### config.mk
export PLATFORM = sky130hd
export DESIGN_NAME = ntsc_pattern_sequencer
export DESIGN_NICKNAME = d
export VERILOG_FILES = /design/src/rtl/ntsc_pkg.sv /design/src/rtl/ntsc_pattern_sequencer_scroll.sv /design/src/rtl/ntsc_pattern_sequencer.sv
export SDC_FILE = /design/constraint.sdc
export NUM_CORES = 1
export LEC_CHECK = 0
export CAP_MARGIN = 20
export CELL_PAD_IN_SITES_DETAIL_PLACEMENT = 1
export CELL_PAD_IN_SITES_GLOBAL_PLACEMENT = 1
export CORE_MARGIN = 2
export CORE_UTILIZATION = 40
export DETAILED_ROUTE_END_ITERATION = 12
export GPL_ROUTABILITY_DRIVEN = 0
export GPL_TIMING_DRIVEN = 0
export PLACE_DENSITY = 0.9
export REMOVE_ABC_BUFFERS = 1
export SYNTH_ARGS = -nofsm -noshare
export SYNTH_HDL_FRONTEND = slang
export SYNTH_SLANG_ARGS = --single-unit
### constraint.sdc
create_clock -name clk -period 3.4 [get_ports clk]
set_clock_uncertainty 0.05 [all_clocks]
set_input_delay 0.51 -clock clk [delete_from_list [all_inputs] [get_ports clk]]
set_output_delay 0.51 -clock clk [all_outputs]
set_load 0.005 [all_outputs]
### src/rtl/ntsc_pkg.sv
`default_nettype none
// ============================================================================
// Module   : ntsc_pkg
// Purpose  : Shared constants and types for the NTSC pattern sequencer:
//            3-3-2 pixel width, black level, sequencer state encoding and
//            the conventional source slot assignments.
// Revision : 1.0 - initial release
// ============================================================================
package ntsc_pkg;

  localparam int          RGB332_W = 8;
  localparam logic [7:0]  BLACK    = 8'h00;

  // Sequencer FSM encoding: RUN accepts host commands, PEND holds one
  // accepted command until the next frame boundary.
  typedef enum logic [0:0] {
    S_RUN  = 1'b0,
    S_PEND = 1'b1
  } seq_state_t;

  // Conventional source slots on the packed src_rgb bus.
  localparam logic [1:0] SRC_PALETTE = 2'd0;
  localparam logic [1:0] SRC_BARS    = 2'd1;
  localparam logic [1:0] SRC_FB      = 2'd2;
  localparam logic [1:0] SRC_TEST    = 2'd3;

endpackage : ntsc_pkg
`default_nettype wire

### src/rtl/ntsc_pattern_sequencer_scroll.sv
`default_nettype none
// ============================================================================
// Module   : scroll_offset_gen
// Purpose  : Ping-pong 9-bit vertical offset for the palette generator.
//            Steps once per frame while enabled: counts up to SCROLL_MAX,
//            holds there for one frame while turning round, counts down to
//            0, holds there for one frame, and repeats.
// Ports    : clk, rst_n      - clock, asynchronous active-low reset
//            clear           - synchronous clear to 0 / direction up
//                              (takes priority over stepping)
//            enable          - scrolling active
//            step            - frame boundary strobe
//            y_offset        - current offset
// Revision : 1.0 - initial release
// ============================================================================
module scroll_offset_gen #(
  parameter logic [8:0] SCROLL_MAX = 9'd112
) (
  input  logic       clk,
  input  logic       rst_n,
  input  logic       clear,
  input  logic       enable,
  input  logic       step,
  output logic [8:0] y_offset
);

  logic [8:0] r_offset;
  logic       r_dir_down;

  always_ff @(posedge clk or negedge rst_n) begin
    if (!rst_n) begin
      r_offset   <= 9'd0;
      r_dir_down <= 1'b0;
    end else if (clear) begin
      r_offset   <= 9'd0;
      r_dir_down <= 1'b0;
    end else if (enable && step) begin
      // At either end the value is held for the turning frame; only the
      // direction flips.
      if (!r_dir_down) begin
        if (r_offset == SCROLL_MAX) begin
          r_dir_down <= 1'b1;
        end else begin
          r_offset <= r_offset + 9'd1;
        end
      end else begin
        if (r_offset == 9'd0) begin
          r_dir_down <= 1'b0;
        end else begin
          r_offset <= r_offset - 9'd1;
        end
      end
    end
  end

  assign y_offset = r_offset;

endmodule : scroll_offset_gen
`default_nettype wire

### src/rtl/ntsc_pattern_sequencer.sv
`default_nettype none
// ============================================================================
// Module   : ntsc_pattern_sequencer
// Purpose  : Frame-synchronous selector sharing the RGB 3-3-2 output path
//            between up to four pattern sources. The displayed source only
//            changes on a frame boundary, either from a host command or
//            from the auto-cycle dwell timer. Also drives the palette's
//            bouncing vertical start offset.
// Ports    : clk, rst_n            - pixel clock, async active-low reset
//            frame_start           - 1-cycle pulse at start of vblank
//            active_video          - active pixel region
//            src_rgb               - packed sources, slot i at [8i+7:8i]
//            cmd_valid/cmd_ready   - host command handshake
//            cmd_src/auto/scroll   - command payload
//            rgb_out               - selected pixel, 1 clk latency
//            cur_src               - source currently displayed
//            y_offset              - palette vertical start offset
//            switch_pulse          - 1-cycle pulse when cur_src changes
// Revision : 1.0 - initial release
// ============================================================================
module ntsc_pattern_sequencer
  import ntsc_pkg::*;
#(
  parameter int         NUM_SRC      = 4,
  parameter int         DWELL_FRAMES = 60,
  parameter logic [8:0] SCROLL_MAX   = 9'd112
) (
  input  logic                 clk,
  input  logic                 rst_n,
  input  logic                 frame_start,
  input  logic                 active_video,
  input  logic [NUM_SRC*8-1:0] src_rgb,
  input  logic                 cmd_valid,
  output logic                 cmd_ready,
  input  logic [1:0]           cmd_src,
  input  logic                 cmd_auto,
  input  logic                 cmd_scroll,
  output logic [7:0]           rgb_out,
  output logic [1:0]           cur_src,
  output logic [8:0]           y_offset,
  output logic                 switch_pulse
);

  localparam logic [15:0] c_dwell_last = 16'(DWELL_FRAMES - 1);
  localparam logic [1:0]  c_last_src   = 2'(NUM_SRC - 1);
  localparam logic [2:0]  c_num_src    = 3'(NUM_SRC);

  // --------------------------------------------------------------------------
  // Source unpacking. Slots beyond NUM_SRC read as black so the select can
  // always use the full 2-bit index without width games.
  // --------------------------------------------------------------------------
  logic [RGB332_W-1:0] w_src_arr [4];

  for (genvar gi = 0; gi < 4; gi++) begin : g_src
    if (gi < NUM_SRC) begin : g_used
      assign w_src_arr[gi] = src_rgb[gi*8 +: 8];
    end else begin : g_unused
      assign w_src_arr[gi] = BLACK;
    end
  end

  // --------------------------------------------------------------------------
  // State
  // --------------------------------------------------------------------------
  seq_state_t  r_state;
  logic        r_cmd_ready;
  logic [1:0]  r_pend_src;
  logic        r_pend_auto;
  logic        r_pend_scroll;
  logic        r_auto;
  logic        r_scroll;
  logic [15:0] r_dwell;
  logic [1:0]  r_cur_src;
  logic        r_switch;
  logic [7:0]  r_rgb;

  // --------------------------------------------------------------------------
  // Next source / dwell decision for the coming frame boundary
  // --------------------------------------------------------------------------
  logic        w_apply;
  logic [1:0]  w_pend_src_ok;
  logic [1:0]  w_src_inc;
  logic [1:0]  w_next_src;
  logic [15:0] w_next_dwell;

  always_comb begin
    w_apply       = (r_state == S_PEND) && frame_start;
    // An index outside the populated slots falls back to the palette.
    w_pend_src_ok = ({1'b0, r_pend_src} < c_num_src) ? r_pend_src : SRC_PALETTE;
    w_src_inc     = (r_cur_src == c_last_src) ? 2'd0 : r_cur_src + 2'd1;
    w_next_src    = r_cur_src;
    w_next_dwell  = r_dwell;
    if (frame_start) begin
      if (w_apply) begin
        // A command landing on the same frame as an auto advance wins and
        // restarts the dwell period.
        w_next_src   = w_pend_src_ok;
        w_next_dwell = 16'd0;
      end else if (r_auto) begin
        // Compare before incrementing so the advance lands on the
        // DWELL_FRAMES-th boundary (every boundary when DWELL_FRAMES=1).
        if (r_dwell == c_dwell_last) begin
          w_next_dwell = 16'd0;
          w_next_src   = w_src_inc;
        end else begin
          w_next_dwell = r_dwell + 16'd1;
        end
      end
    end
  end

  // --------------------------------------------------------------------------
  // Command FSM, source select, and registered outputs
  // --------------------------------------------------------------------------
  always_ff @(posedge clk or negedge rst_n) begin
    if (!rst_n) begin
      r_state       <= S_RUN;
      r_cmd_ready   <= 1'b1;
      r_pend_src    <= 2'd0;
      r_pend_auto   <= 1'b0;
      r_pend_scroll <= 1'b0;
      r_auto        <= 1'b0;
      r_scroll      <= 1'b0;
      r_dwell       <= 16'd0;
      r_cur_src     <= 2'd0;
      r_switch      <= 1'b0;
      r_rgb         <= BLACK;
    end else begin
      r_rgb     <= active_video ? w_src_arr[r_cur_src] : BLACK;
      r_cur_src <= w_next_src;
      r_dwell   <= w_next_dwell;
      // w_next_src can only differ from r_cur_src on a frame boundary.
      r_switch  <= (w_next_src != r_cur_src);

      case (r_state)
        S_RUN: begin
          // A command arriving alongside frame_start is only latched here;
          // it waits for the following boundary.
          if (cmd_valid && r_cmd_ready) begin
            r_pend_src    <= cmd_src;
            r_pend_auto   <= cmd_auto;
            r_pend_scroll <= cmd_scroll;
            r_cmd_ready   <= 1'b0;
            r_state       <= S_PEND;
          end
        end
        S_PEND: begin
          if (frame_start) begin
            r_auto      <= r_pend_auto;
            r_scroll    <= r_pend_scroll;
            r_cmd_ready <= 1'b1;
            r_state     <= S_RUN;
          end
        end
        default: begin
          r_cmd_ready <= 1'b1;
          r_state     <= S_RUN;
        end
      endcase
    end
  end

  // --------------------------------------------------------------------------
  // Palette scroll offset. A command with scroll off snaps the offset home
  // on the boundary where it is applied.
  // --------------------------------------------------------------------------
  logic w_scroll_clear;
  assign w_scroll_clear = w_apply && !r_pend_scroll;

  scroll_offset_gen #(
    .SCROLL_MAX (SCROLL_MAX)
  ) u_scroll (
    .clk      (clk),
    .rst_n    (rst_n),
    .clear    (w_scroll_clear),
    .enable   (r_scroll),
    .step     (frame_start),
    .y_offset (y_offset)
  );

  assign cmd_ready    = r_cmd_ready;
  assign rgb_out      = r_rgb;
  assign cur_src      = r_cur_src;
  assign switch_pulse = r_switch;

endmodule : ntsc_pattern_sequencer
`default_nettype wire

==> impl_metrics.csv <==
group,metric,value,unit
floorplan,die_y,85.7,um
timing,layout_min_cycle_time,2.57,ns
global_route,antenna_found_initial,0,
yosys,postSynthCellCount,256,
routing,vias,2308,
place,place_area,0.00337,sq mm
layout,num_antenna_cells,0,
global_route,grt_pass1_wl,12.2,mm
clock_tree,cts_made_buffers,5,
global_route,track_usage,0.207,
routing,dr.pass1.iters,4,
timing,slew_headroom,0.507,
run,maxCapViolCount,0,
power_and_ir_drop,power_density,761,mW/mm^2
timing,grt_setup_unrepaired,"false",
floorplan,ios,62,
timing,slew_viol_final,0,
setup_path,crit_type,"in -> reg",
yosys,ys_types,60,
floorplan,initial_utilization,0.418,
layout,final_cell_mix,"60 x clkdlybuf4s50_1, 44 x dfrtp_1, 18 x nand2_1, 17 x nor2_1, 11 x a21oi_1",
setup_path,reg2reg_from,"u_scroll.r_dir_down$_DFFE_PN0P_",
layout,drive_above_1_share,0.122,
layout,synthToLayoutAreaGrowth,30.1,%
setup_path,cp-start-kind,"input pin",
layout,nets,369,
outcome,status,"completed",
yosys,yosys_most_used_dff,"dfrtp_1",
timing,setup_viol,0,
timing,clock.fmax,390,MHz
yosys,yosysSeqAreaShare,0.423,
floorplan,die_w,85.7,um
setup_path,cp.required,3.56,ns
clock_tree,clk_pin_slew,0.09,ns
setup_path,crit_path_end_kind,"register",
global_route,grt_overflow,0,
routing,drc,0,
power_and_ir_drop,p_leak,1.41,nW
yosys,yosysWarnings,0,
yosys,synth-async-reset-ratio,1.00,
yosys,syn_avg_cell_area,10.4,sq um
clock_tree,cts_tree,"yes",
hold_path,min_path_type,"in -> async",
floorplan,num_rows,29,
yosys,synth_seq_cells,45,
clock_tree,postCtsSetupBuffers,0,
clock_tree,worst_skew_pair.late_latency,0.30,ns
clock_tree,h-tree-depth,2,
timing,fin_setup_tns,0,ns
routing,via_per_inst,5.83,
routing,wire_per_inst,17.5,um
layout,fin_area,0.00347,sq mm
yosys,synth-edff-count,0,
clock_tree,cts_resized,0,
global_route,grt_pass1_vias,2501,
power_and_ir_drop,ir_worst_vdd,347,uV
timing,worst_slew_pin_slew,0.739,ns
floorplan,core_area,0.00639,sq mm
clock_tree,cts_hold_buf,0,
routing,drtIter0Drc,140,
setup_path,crit_arrival,2.72,ns
clock_tree,clkSinkCount,45,
timing,finalHoldViolCount,0,
setup_path,critPathLaunch,"frame_start",
place,dp_hpwl,5.30,mm
setup_path,path_max_fanout,18,
layout,final_common_cell,"clkdlybuf4s50_1",
clock_tree,clockBufferDepth,2,
routing,wl,6.94,mm
place,port_buffers,61,
floorplan,dieArea,0.00734,sq mm
timing,fin_crit_sh,0.755,
routing,ant_nets,0,
yosys,synth_area,0.00267,sq mm
clock_tree,cts-root-buf,"clkbuf_8",
global_route,grt_max_degree,24,
## routing by layer
layer	vias up	wire [um]	track usage
li1	1079	-	-
met1	1147	2960	0.263
met2	71	3460	0.357
met3	11	405	0.0356
met4	0	111	0.0722
met5	-	0	0
## flip-flops by register name, indices dropped and copies added, names as in the netlist, 2 cells and up
signal and cells:
r_dwell 16, u_scroll.y_offset 9, r_pend_src 2, rgb_out 8, cur_src 2
## worst max-delay path: stages
cell and delay [ns]:
clkdlybuf4s50_1 0.85, o21ai_1 0.43, nor3_1 0.56, o311ai_0 0.24, o311ai_1 0.13
## cell families after synthesis
logic type	Yosys count	share of synthesized area
buffers and inverters	17	0.0244
AND/OR/NAND/NOR	91	0.192
flip-flops	45	0.423
AO/OA/AOI/OAI	61	0.157
adder cells (fa/ha/maj)	10	0.0497
multiplexers	18	0.108
XOR/XNOR	14	0.0460
## metrics by stage
stage	setup WS, ns	hold slack, ns	util	total power, mW	instances
2_1_floorplan	1.36	0.164	-	1.77	249
3_3_place_gp	0.515	0.432	0.524	2.20	387
3_5_place_dp	0.519	0.447	0.528	2.29	388
4_1_cts	0.837	0.151	0.543	2.67	396
5_1_grt	0.567	0.174	0.543	2.88	396
6_report	0.833	0.141	0.543	2.64	396
## path summary, 6_finish.rpt
path                       slack [ns]                                to  depth (start not counted)
hold / removal                   0.14            r_dwell[3]$_DFFE_PN0P_                          1
min in group clk                 0.46           r_pend_auto$_DFFE_PN0P_                          1
hold reg to reg                  0.46           r_pend_auto$_DFFE_PN0P_                          1
setup / recovery                 0.83           r_dwell[15]$_DFFE_PN0P_                          5
max in group asynchronous        2.65           r_dwell[10]$_DFFE_PN0P_                          2
setup reg to reg                 1.11  u_scroll.y_offset[8]$_DFFE_PN0P_                          6
## area by class of cell
class                           instances  area [sq um]
Clock buffer                            7          96.3
Inverter                               10          37.5
Timing Repair Buffer                   62           633
Tap cell                               77          96.3
Clock inverter                          1          5.00
Fill cell                             716          2920
Multi-Input combinational cell        194          1480
Sequential cell                        45          1130
## where the power goes
part	internal, mW	switching [mW]
Clock	0.184	0.186
Combinational	0.720	0.559
Sequential	0.709	0.286
## synthesized netlist by cell type (4+ instances only)
master | n | share of area
o211ai_1 | 4 | 0.011
o21ai_0 | 10 | 0.019
mux2_2 | 7 | 0.030
nand3_1 | 8 | 0.015
mux4_2 | 8 | 0.068
xnor2_1 | 6 | 0.020
dfrtp_1 | 44 | 0.41
nand4_1 | 7 | 0.016
nor2_1 | 17 | 0.024
o21bai_1 | 4 | 0.011
nand2_1 | 18 | 0.025
ha_1 | 9 | 0.042
o22ai_1 | 6 | 0.014
nor3_1 | 5 | 0.0094
and2_1 | 9 | 0.021
a21oi_1 | 11 | 0.021
clkbuf_1 | 4 | 0.0056
inv_1 | 10 | 0.014
or2_2 | 4 | 0.0094
xor2_1 | 8 | 0.026
(Power assumes the default switching activity.)
